==> src/rtl/udma_i2c_rx_packer_if.sv <==
// Byte-in / beat-out stream bundle for the I2C uDMA RX packer.
// The slave modport is the packer's view; the master modport is the view of whatever surrounds it.
interface udma_i2c_rx_packer_if #(
    parameter int BYTE_W = 8,
    parameter int WORD_W = 32
);
    logic [BYTE_W-1:0] data_rx_i;
    logic              data_rx_valid_i;
    logic              data_rx_ready_o;
    logic              eot_i;
    logic [WORD_W-1:0] data_o;
    logic [1:0]        data_datasize_o;
    logic              data_valid_o;
    logic              data_ready_i;

    modport slave (
        input  data_rx_i,
        input  data_rx_valid_i,
        input  eot_i,
        input  data_ready_i,
        output data_rx_ready_o,
        output data_o,
        output data_datasize_o,
        output data_valid_o
    );

    modport master (
        output data_rx_i,
        output data_rx_valid_i,
        output eot_i,
        output data_ready_i,
        input  data_rx_ready_o,
        input  data_o,
        input  data_datasize_o,
        input  data_valid_o
    );
endinterface

==> src/rtl/udma_i2c_rx_packer.sv <==
// Packs the I2C RX byte stream little-endian into 32-bit uDMA beats with a per-beat datasize,
// flushing any partial word as halfword/byte beats on end-of-transfer.
module udma_i2c_rx_packer #(
    parameter int BYTE_W     = 8,
    parameter int WORD_BYTES = 4
) (
    input  logic                      clk_i,
    input  logic                      rst_i,
    input  logic                      clr_i,
    input  logic                      cfg_pack_en_i,
    udma_i2c_rx_packer_if.slave       bus,
    output logic                      busy_o
);
    localparam int WORD_W = BYTE_W * WORD_BYTES;
    localparam int ACC_W  = WORD_W - BYTE_W;
    localparam int HALF_W = 2 * BYTE_W;

    localparam logic [1:0] SZ_BYTE = 2'b00;
    localparam logic [1:0] SZ_HALF = 2'b01;
    localparam logic [1:0] SZ_WORD = 2'b10;

    logic [1:0]        cnt_q,        cnt_d;
    logic [ACC_W-1:0]  acc_q,        acc_d;
    logic              flush_pend_q, flush_pend_d;
    logic              mode_q,       mode_d;
    logic [WORD_W-1:0] data_q,       data_d;
    logic [1:0]        size_q,       size_d;
    logic              valid_q,      valid_d;

    logic out_free;
    logic rx_ready;
    logic rx_fire;

    function automatic logic [WORD_W-1:0] byte_beat(input logic [BYTE_W-1:0] b);
        return {{(WORD_W-BYTE_W){1'b0}}, b};
    endfunction

    function automatic logic [WORD_W-1:0] half_beat(input logic [ACC_W-1:0] a);
        return {{(WORD_W-HALF_W){1'b0}}, a[HALF_W-1:0]};
    endfunction

    always_comb begin
        out_free = ~valid_q | bus.data_ready_i;
        rx_ready = ~clr_i & ~flush_pend_q & out_free;
        rx_fire  = bus.data_rx_valid_i & rx_ready;
    end

    always_comb begin
        cnt_d        = cnt_q;
        acc_d        = acc_q;
        flush_pend_d = flush_pend_q;
        data_d       = data_q;
        size_d       = size_q;
        valid_d      = valid_q & ~bus.data_ready_i;
        // The mode may only change on a word boundary with nothing left to flush.
        mode_d       = ((cnt_q == 2'd0) && !flush_pend_q) ? cfg_pack_en_i : mode_q;

        if (clr_i) begin
            cnt_d        = 2'd0;
            acc_d        = '0;
            flush_pend_d = 1'b0;
            data_d       = '0;
            size_d       = SZ_BYTE;
            valid_d      = 1'b0;
        end else begin
            if (rx_fire) begin
                if (!mode_q) begin
                    data_d  = byte_beat(bus.data_rx_i);
                    size_d  = SZ_BYTE;
                    valid_d = 1'b1;
                end else if (cnt_q == 2'd3) begin
                    data_d  = {bus.data_rx_i, acc_q};
                    size_d  = SZ_WORD;
                    valid_d = 1'b1;
                    cnt_d   = 2'd0;
                end else begin
                    acc_d[int'(cnt_q)*BYTE_W +: BYTE_W] = bus.data_rx_i;
                    cnt_d = cnt_q + 2'd1;
                end
            end

            if (flush_pend_q) begin
                // No byte can be accepted while a flush is pending, so cnt_q is stable here.
                if (out_free) begin
                    case (cnt_q)
                        2'd1: begin
                            data_d       = byte_beat(acc_q[BYTE_W-1:0]);
                            size_d       = SZ_BYTE;
                            valid_d      = 1'b1;
                            cnt_d        = 2'd0;
                            flush_pend_d = 1'b0;
                        end
                        2'd2: begin
                            data_d       = half_beat(acc_q);
                            size_d       = SZ_HALF;
                            valid_d      = 1'b1;
                            cnt_d        = 2'd0;
                            flush_pend_d = 1'b0;
                        end
                        2'd3: begin
                            data_d  = half_beat(acc_q);
                            size_d  = SZ_HALF;
                            valid_d = 1'b1;
                            acc_d   = acc_q >> HALF_W;
                            cnt_d   = 2'd1;
                        end
                        default: begin
                            flush_pend_d = 1'b0;
                        end
                    endcase
                end
            end else if (bus.eot_i && mode_q && (cnt_d != 2'd0)) begin
                flush_pend_d = 1'b1;
            end
        end
    end

    always_ff @(posedge clk_i or posedge rst_i) begin
        if (rst_i) begin
            cnt_q        <= 2'd0;
            acc_q        <= '0;
            flush_pend_q <= 1'b0;
            mode_q       <= 1'b0;
            data_q       <= '0;
            size_q       <= SZ_BYTE;
            valid_q      <= 1'b0;
        end else begin
            cnt_q        <= cnt_d;
            acc_q        <= acc_d;
            flush_pend_q <= flush_pend_d;
            mode_q       <= mode_d;
            data_q       <= data_d;
            size_q       <= size_d;
            valid_q      <= valid_d;
        end
    end

    assign bus.data_rx_ready_o = rx_ready;
    assign bus.data_o          = data_q;
    assign bus.data_datasize_o = size_q;
    assign bus.data_valid_o    = valid_q;
    assign busy_o              = (cnt_q != 2'd0) | flush_pend_q | valid_q;

endmodule

==> src/flat_wrapper.sv <==
// flat-port wrapper written by rule: the top's interface ports become plain ports
module udma_i2c_rx_packer_flat 
#(
    parameter int BYTE_W     = 8,
    parameter int WORD_BYTES = 4
)
  (clk_i, rst_i, clr_i, cfg_pack_en_i, busy_o, bus_data_rx_i, bus_data_rx_valid_i, bus_eot_i, bus_data_ready_i, bus_data_rx_ready_o, bus_data_o, bus_data_datasize_o, bus_data_valid_o);
  udma_i2c_rx_packer_if #(.BYTE_W(BYTE_W)) bus_i ();
  input  logic clk_i;
  input  logic rst_i;
  input  logic clr_i;
  input  logic cfg_pack_en_i;
  output logic busy_o;
  input wire logic [$bits(bus_i.data_rx_i)-1:0] bus_data_rx_i;
  input wire logic [$bits(bus_i.data_rx_valid_i)-1:0] bus_data_rx_valid_i;
  input wire logic [$bits(bus_i.eot_i)-1:0] bus_eot_i;
  input wire logic [$bits(bus_i.data_ready_i)-1:0] bus_data_ready_i;
  output wire logic [$bits(bus_i.data_rx_ready_o)-1:0] bus_data_rx_ready_o;
  output wire logic [$bits(bus_i.data_o)-1:0] bus_data_o;
  output wire logic [$bits(bus_i.data_datasize_o)-1:0] bus_data_datasize_o;
  output wire logic [$bits(bus_i.data_valid_o)-1:0] bus_data_valid_o;
  assign bus_i.data_rx_i = bus_data_rx_i;
  assign bus_i.data_rx_valid_i = bus_data_rx_valid_i;
  assign bus_i.eot_i = bus_eot_i;
  assign bus_i.data_ready_i = bus_data_ready_i;
  assign bus_data_rx_ready_o = bus_i.data_rx_ready_o;
  assign bus_data_o = bus_i.data_o;
  assign bus_data_datasize_o = bus_i.data_datasize_o;
  assign bus_data_valid_o = bus_i.data_valid_o;
  udma_i2c_rx_packer #(.BYTE_W(BYTE_W), .WORD_BYTES(WORD_BYTES)) u_core (.clk_i(clk_i), .rst_i(rst_i), .clr_i(clr_i), .cfg_pack_en_i(cfg_pack_en_i), .bus(bus_i), .busy_o(busy_o));
endmodule
==> config.mk <==
export PLATFORM = sky130hd
export DESIGN_NAME = udma_i2c_rx_packer_flat
export DESIGN_NICKNAME = d
export VERILOG_FILES = /design/src/rtl/udma_i2c_rx_packer_if.sv /design/src/rtl/udma_i2c_rx_packer.sv /design/src/flat_wrapper.sv
export SDC_FILE = /design/constraint.sdc
export NUM_CORES = 1
export LEC_CHECK = 0
export ABC_CLOCK_PERIOD_IN_PS = 2000
export BUFFER_PORTS_ARGS = -buffer_cell sky130_fd_sc_hd__buf_2
export CAP_MARGIN = 40
export CORE_UTILIZATION = 36
export DETAILED_ROUTE_END_ITERATION = 8
export GPL_TIMING_DRIVEN = 0
export PLACE_DENSITY_LB_ADDON = 0.2
export SLEW_MARGIN = 0
export SYNTH_ARGS = -nofsm -noshare
export SYNTH_HDL_FRONTEND = slang
export SYNTH_SLANG_ARGS = --single-unit
==> constraint.sdc <==
create_clock -name clk_i -period 2 [get_ports clk_i]
set_clock_uncertainty 0.2 [all_clocks]
set_input_delay 0.1 -clock clk_i [delete_from_list [all_inputs] [get_ports clk_i]]
set_output_delay 0.1 -clock clk_i [all_outputs]
set_load 0.01 [all_outputs]
# Word level (Yosys, flattened, before mapping)
# Index checks and enable logic that the tools add are counted.
# totals
ff_bits,63
ram_bits,0
romBits,0
in_bits,15
mem_count,0
output_inout_bits,37
latch_bits,0
# op_classes
n_lt_le_gt_ge,0
n_bitwise,11
add_sub_neg,2
shift,2
eq_ne,3
div_mod_pow,0
n_mul,0
reduce_logical,10
n_mux,42
# ops
operator,count
32-bit two-way mux,6
24-bit two-way mux,7
32-bit one-hot mux with 2 select lines,1
5-bit negator with 33-bit output,1
8-bit by 33-bit variable shift with 24-bit output (first input constant),1
8-bit by 33-bit indexed part select with 24-bit output,1
2-bit two-way mux,13
24-bit bitwise mux,1
1-bit two-way mux,12
2-bit one-hot mux with 2 select lines,2
1-bit AND,4
2-bit == test (second input constant),2
1-bit NOT,4
2-bit nonzero test,2
2-bit OR reduction,2
1-bit logical AND,3
1-bit OR,3
3-bit OR reduction,1
2-bit by 1-bit adder with 2-bit output (second input constant),1
2-bit by 1-bit == test with 1-bit output (second input constant),1
2-bit zero test,1
1-bit zero test,1

# Longest topological paths before layout
# logic_depth
word_depth,11
ltp_mapped,7

# Least setup slack after synthesis
# Ideal clock, no wire load.
# synth_path
path_type,flip-flop to flip-flop
startpoint,reg u_core.cnt_q[0]
endpoint,"reg u_core.data_q[0], in the netlist u_core.bus.data_o[0]"
required_time_ps,1736
setup_time_ps,64
synth_period_minus_slack_ps,2012
path_buffers,0
stages_incl_launch_ff,7
arrival_time_ps,1748
setup_slack_ps,-12
path_cell_list,dfrtp_1 > inv_1 > ha_1 > nand2b_1 > a2111oi_4 > a22o_1 > a21o_1
# synth_between
elab_chain_cells,8
word_cells_on_any_way,11
classes_between,eq/ne (3); mux (7); reduce/logical (1)
# synth_rtl
element,line,rtl
from (decl),udma_i2c_rx_packer.sv:22,"logic [1:0] cnt_q, cnt_d;"
from (signal assigned),udma_i2c_rx_packer.sv:128,cnt_q <= cnt_d;
2-bit == test,"udma_i2c_rx_packer.sv:71, udma_i2c_rx_packer.sv:85",
32-bit two-way mux,udma_i2c_rx_packer.sv:71,end else if (cnt_q == 2'd3) begin
32-bit two-way mux,udma_i2c_rx_packer.sv:67,if (!mode_q) begin
32-bit two-way mux,udma_i2c_rx_packer.sv:66,if (rx_fire) begin
32-bit one-hot mux with 2 select lines,udma_i2c_rx_packer.sv:85,case (cnt_q)
32-bit two-way mux,udma_i2c_rx_packer.sv:84,if (out_free) begin
32-bit two-way mux *,udma_i2c_rx_packer.sv:82,if (flush_pend_q) begin
32-bit two-way mux *,udma_i2c_rx_packer.sv:58,if (clr_i) begin
named net u_core.data_d[0],udma_i2c_rx_packer.sv:26,"logic [WORD_W-1:0] data_q, data_d;"
to (signal assigned),udma_i2c_rx_packer.sv:132,data_q <= data_d;
to (decl),udma_i2c_rx_packer.sv:26,
# Mark *: on every way through the listed nets, which the timed path passes. The rest lies on a longest branch.
# A chain may end at the register's enable or synchronous reset.

# Worst setup path in the final report
# layout_path
startpoint,reg u_core.cnt_q[0]
endpoint,"reg u_core.data_q[15], in the netlist u_core.bus.data_o[15]"
# The elaborated chain is that of the path after synthesis.

==> metrics.yaml <==
hold_depth: 3
r2r_setup_slack_ps: -50
antenna_found_initial: 0
path_class: "register to register"
nNetsFinal: 352
cts_tree: "done"
fin_setup_tns_ps: -1280
yosys.area_share.adder_pct: 2.56
grt_pass1_vias: 2284
muxShareOfSynthArea_pct: 1.45
yosysWarnings: 0
worst-slew-pin-transition_ps: 635
dp_hpwl_um: 4950
fmax_mhz: 488
hold-path-endpoint: "u_core.bus.data_datasize_o[0]$_DFF_PP0_"
utilization_pct: 49.7
cpPeakStageDelay_ps: 450
die_w_um: 92.2
post_drt_via_cell_ratio: 5.30
r2r_cells: 8
synth_compound_area_share_pct: 20.3
syn_nets: 267
routed_wl_um: 7470
area_growth_pct: 32.6
ys.flop_type: "dfrtp_1"
synth_area_per_cell_um2: 11.9
core_um2: 7810
cp.arrival_ps: 2130
maxCapViolCount: 0
period_share_pct: 103
clk_latency_ps: 340
synth_top_cell_by_area: "dfrtp_1"
numPortBuffers: 51
first_pass_iters: 4
cts_max_path_buffers: 2
hold_viol_final: 0
routedWlPerCell_um: 17.0
drive_gt1_share_pct: 36.3
hp-class: "primary input to register"
grt_pass1_wl_um: 12000
h-tree-depth: 3
synth_xor_xnor_area_share_pct: 0
synthTopCellsByArea: "dfrtp_1 54%, a22o_1 9.6%, a21oi_1 2.9%, nand3_1 2.7%, ha_1 2.6%"
gp_congestion: 0.775
synth_top_family_by_area: "compound AO/OA/AOI/OAI gates"
crit_path_start_kind: "register"
p_leak_nw: 1.92
drtIter0Drc: 105
slew_headroom_pct: 57.4
drc: 0
setup_slack_ps: -50.1
grt.total_usage_pct: 18.7
hold_start: "clr_i"
rr_startpoint: "u_core.cnt_q[0]$_DFF_PP0_"
synthSimpleGateAreaFrac_pct: 17.8
final_max_slew_viol_count: 0
clock-sinks: 63
die_y_um: 92.2
cp.required_ps: 2080
die-area_um2: 8500
synth_seq_area_share_pct: 53.8
cp_slowest_cell: "dfrtp_2"
hold_ws_ps: 108
ys_seq_elements: 63
synthDistinctLibCells: 46
synth_cells: 246
syn-cell-area_um2: 2930
setup_violations: 39
synth_edf_count: 0
violations: "negative setup slack"
insertedDiodeCount: 0
cts_root_buf: "clkbuf_8"
synth_top_area_share_pct: 53.8
final_common_cell: "dfrtp_1"
mostFrequentLayoutCells: "61 x dfrtp_1, 55 x buf_2, 32 x a22o_1"
rsz0062_at_grt: "true"
ant_nets: 0
layout_min_cycle_time_ps: 2050
irDropWorstVdd_v: 0.000341
end_kind: "register"
crit_path_start: "u_core.cnt_q[0]$_DFF_PP0_"
fp-row-count: 32
cp_max_fo: 10
grt_start_max_net_pins: 37
initial_core_util_pct: 37.5
crit_path_cell_trace: "inv_2, ha_2, nand2b_4, nor2_4, a211oi_4, buf_12, buf_6, a22o_1"
numCtsBuffers: 9
ioPinCount: 52
worstReg2RegEnd: "u_core.bus.data_o[15]$_DFF_PP0_"
ys_async_sr_fraction_pct: 100
vias: 2321
clk_pin_slew_worst_paths_ps: 70
grt-ovfl-total: 0
power.density_nw_per_um2: 772
status: "complete, but fails checks"
## worst max-delay path by stage
| stage | end | slack [ps] | depth (start not counted) |
|---|---|---|---|
| 4_1_cts | u_core.bus.data_o[1]$_DFF_PP0_ | -9 | 7 |
| 6_report | u_core.bus.data_o[15]$_DFF_PP0_ | -50 | 8 |
| 2_1_floorplan | u_core.cnt_q[0]$_DFF_PP0_ | -9 | 1 |
| 3_3_place_gp | u_core.cnt_q[0]$_DFF_PP0_ | -930 | 2 |
| 5_1_grt | u_core.bus.data_o[15]$_DFF_PP0_ | -120 | 8 |
| 3_5_place_dp | u_core.bus.data_o[9]$_DFF_PP0_ | -380 | 7 |
## critical path, delay by kind of cell, from the launching register on
kind | cells | cell delay, ps
DFF | 1 | 450
AOI/OAI and AO/OA | 2 | 400
adders and majority gates | 1 | 250
and+or+nand+nor | 2 | 280
buffers and inverters | 3 | 410
## metrics by stage
step / std cells / power, W / worst slack (ps) / area (µm²)
floorplan: 246 / 0.00151 / -9.22 / 2930
global placement: 399 / 0.00161 / -927 / 3320
detailed placement: 400 / 0.00161 / -380 / 3340
CTS: 437 / 0.00302 / -9.39 / 3860
global route: 438 / 0.00311 / -120 / 3880
finish: 438 / 0.00300 / -50.1 / 3880
## layer usage
metal	part of all wire [%]	routed length (µm)	track usage (%)	vias to the layer above
met3	4.0	298	3.90	12
met5	0	0	0	-
met4	1.8	136	7.55	0
met1	48	3560	25.2	1150
met2	47	3470	29.2	67
li1	-	-	-	1092
## sequential cells by signal, indices dropped and copies added, names as in the netlist
signal,cells
u_core.bus.data_valid_o,1
u_core.bus.data_o,32
u_core.cnt_q,2
u_core.flush_pend_q,1
u_core.bus.data_datasize_o,2
u_core.acc_q,24
u_core.mode_q,1
## Yosys cell counts, types with 2 or more instances
cell / instances
a21o_1: 9
a21oi_1: 17
a221o_1: 7
a22o_1: 32
and3_1: 7
and4_2: 2
buf_2: 5
buf_6: 5
dfrtp_1: 63
ha_1: 6
inv_1: 3
mux2_2: 2
mux2i_1: 2
nand2_1: 20
nand2b_1: 4
nand3_1: 16
nand4_1: 3
nor2_1: 6
nor2b_1: 2
nor3_1: 4
nor3b_1: 2
nor4_1: 2
nor4_4: 2
o21ai_0: 3
## final cells by class
| type | instances | area, µm² |
|---|---|---|
| Timing Repair Buffer | 74 | 487 |
| Clock inverter | 6 | 108 |
| Tap cell | 102 | 128 |
| Fill cell | 726 | 3930 |
| Clock buffer | 10 | 138 |
| Sequential cell | 63 | 1580 |
| Buffer | 12 | 110 |
| Multi-Input combinational cell | 167 | 1320 |
| Inverter | 4 | 15.0 |
## report_power, final
| part | switching, W | leakage [nW] | internal [W] |
|---|---|---|---|
| clock network | 0.000508 | 0.122 | 0.000857 |
| logic | 0.000177 | 0.933 | 0.000132 |
| registers | 0.0000231 | 0.869 | 0.00130 |
| total | 0.000708 | 1.92 | 0.00229 |
## kinds of logic after synthesis
family | Yosys count
simple gates | 83
compound gates | 74
flops | 63
buf+inv | 16
fa+ha+maj | 6
mux | 4
## what timing repair did
item,4_1_cts,5_1_grt
cloned,0,0
hold buffers,12,0
hold endpoints to repair,64,0
resized for setup,17,3
endpoints found under the setup margin,57,56
buffers inserted,9,1
pin swaps,6,0
Power figures use the tool's default switching activity.
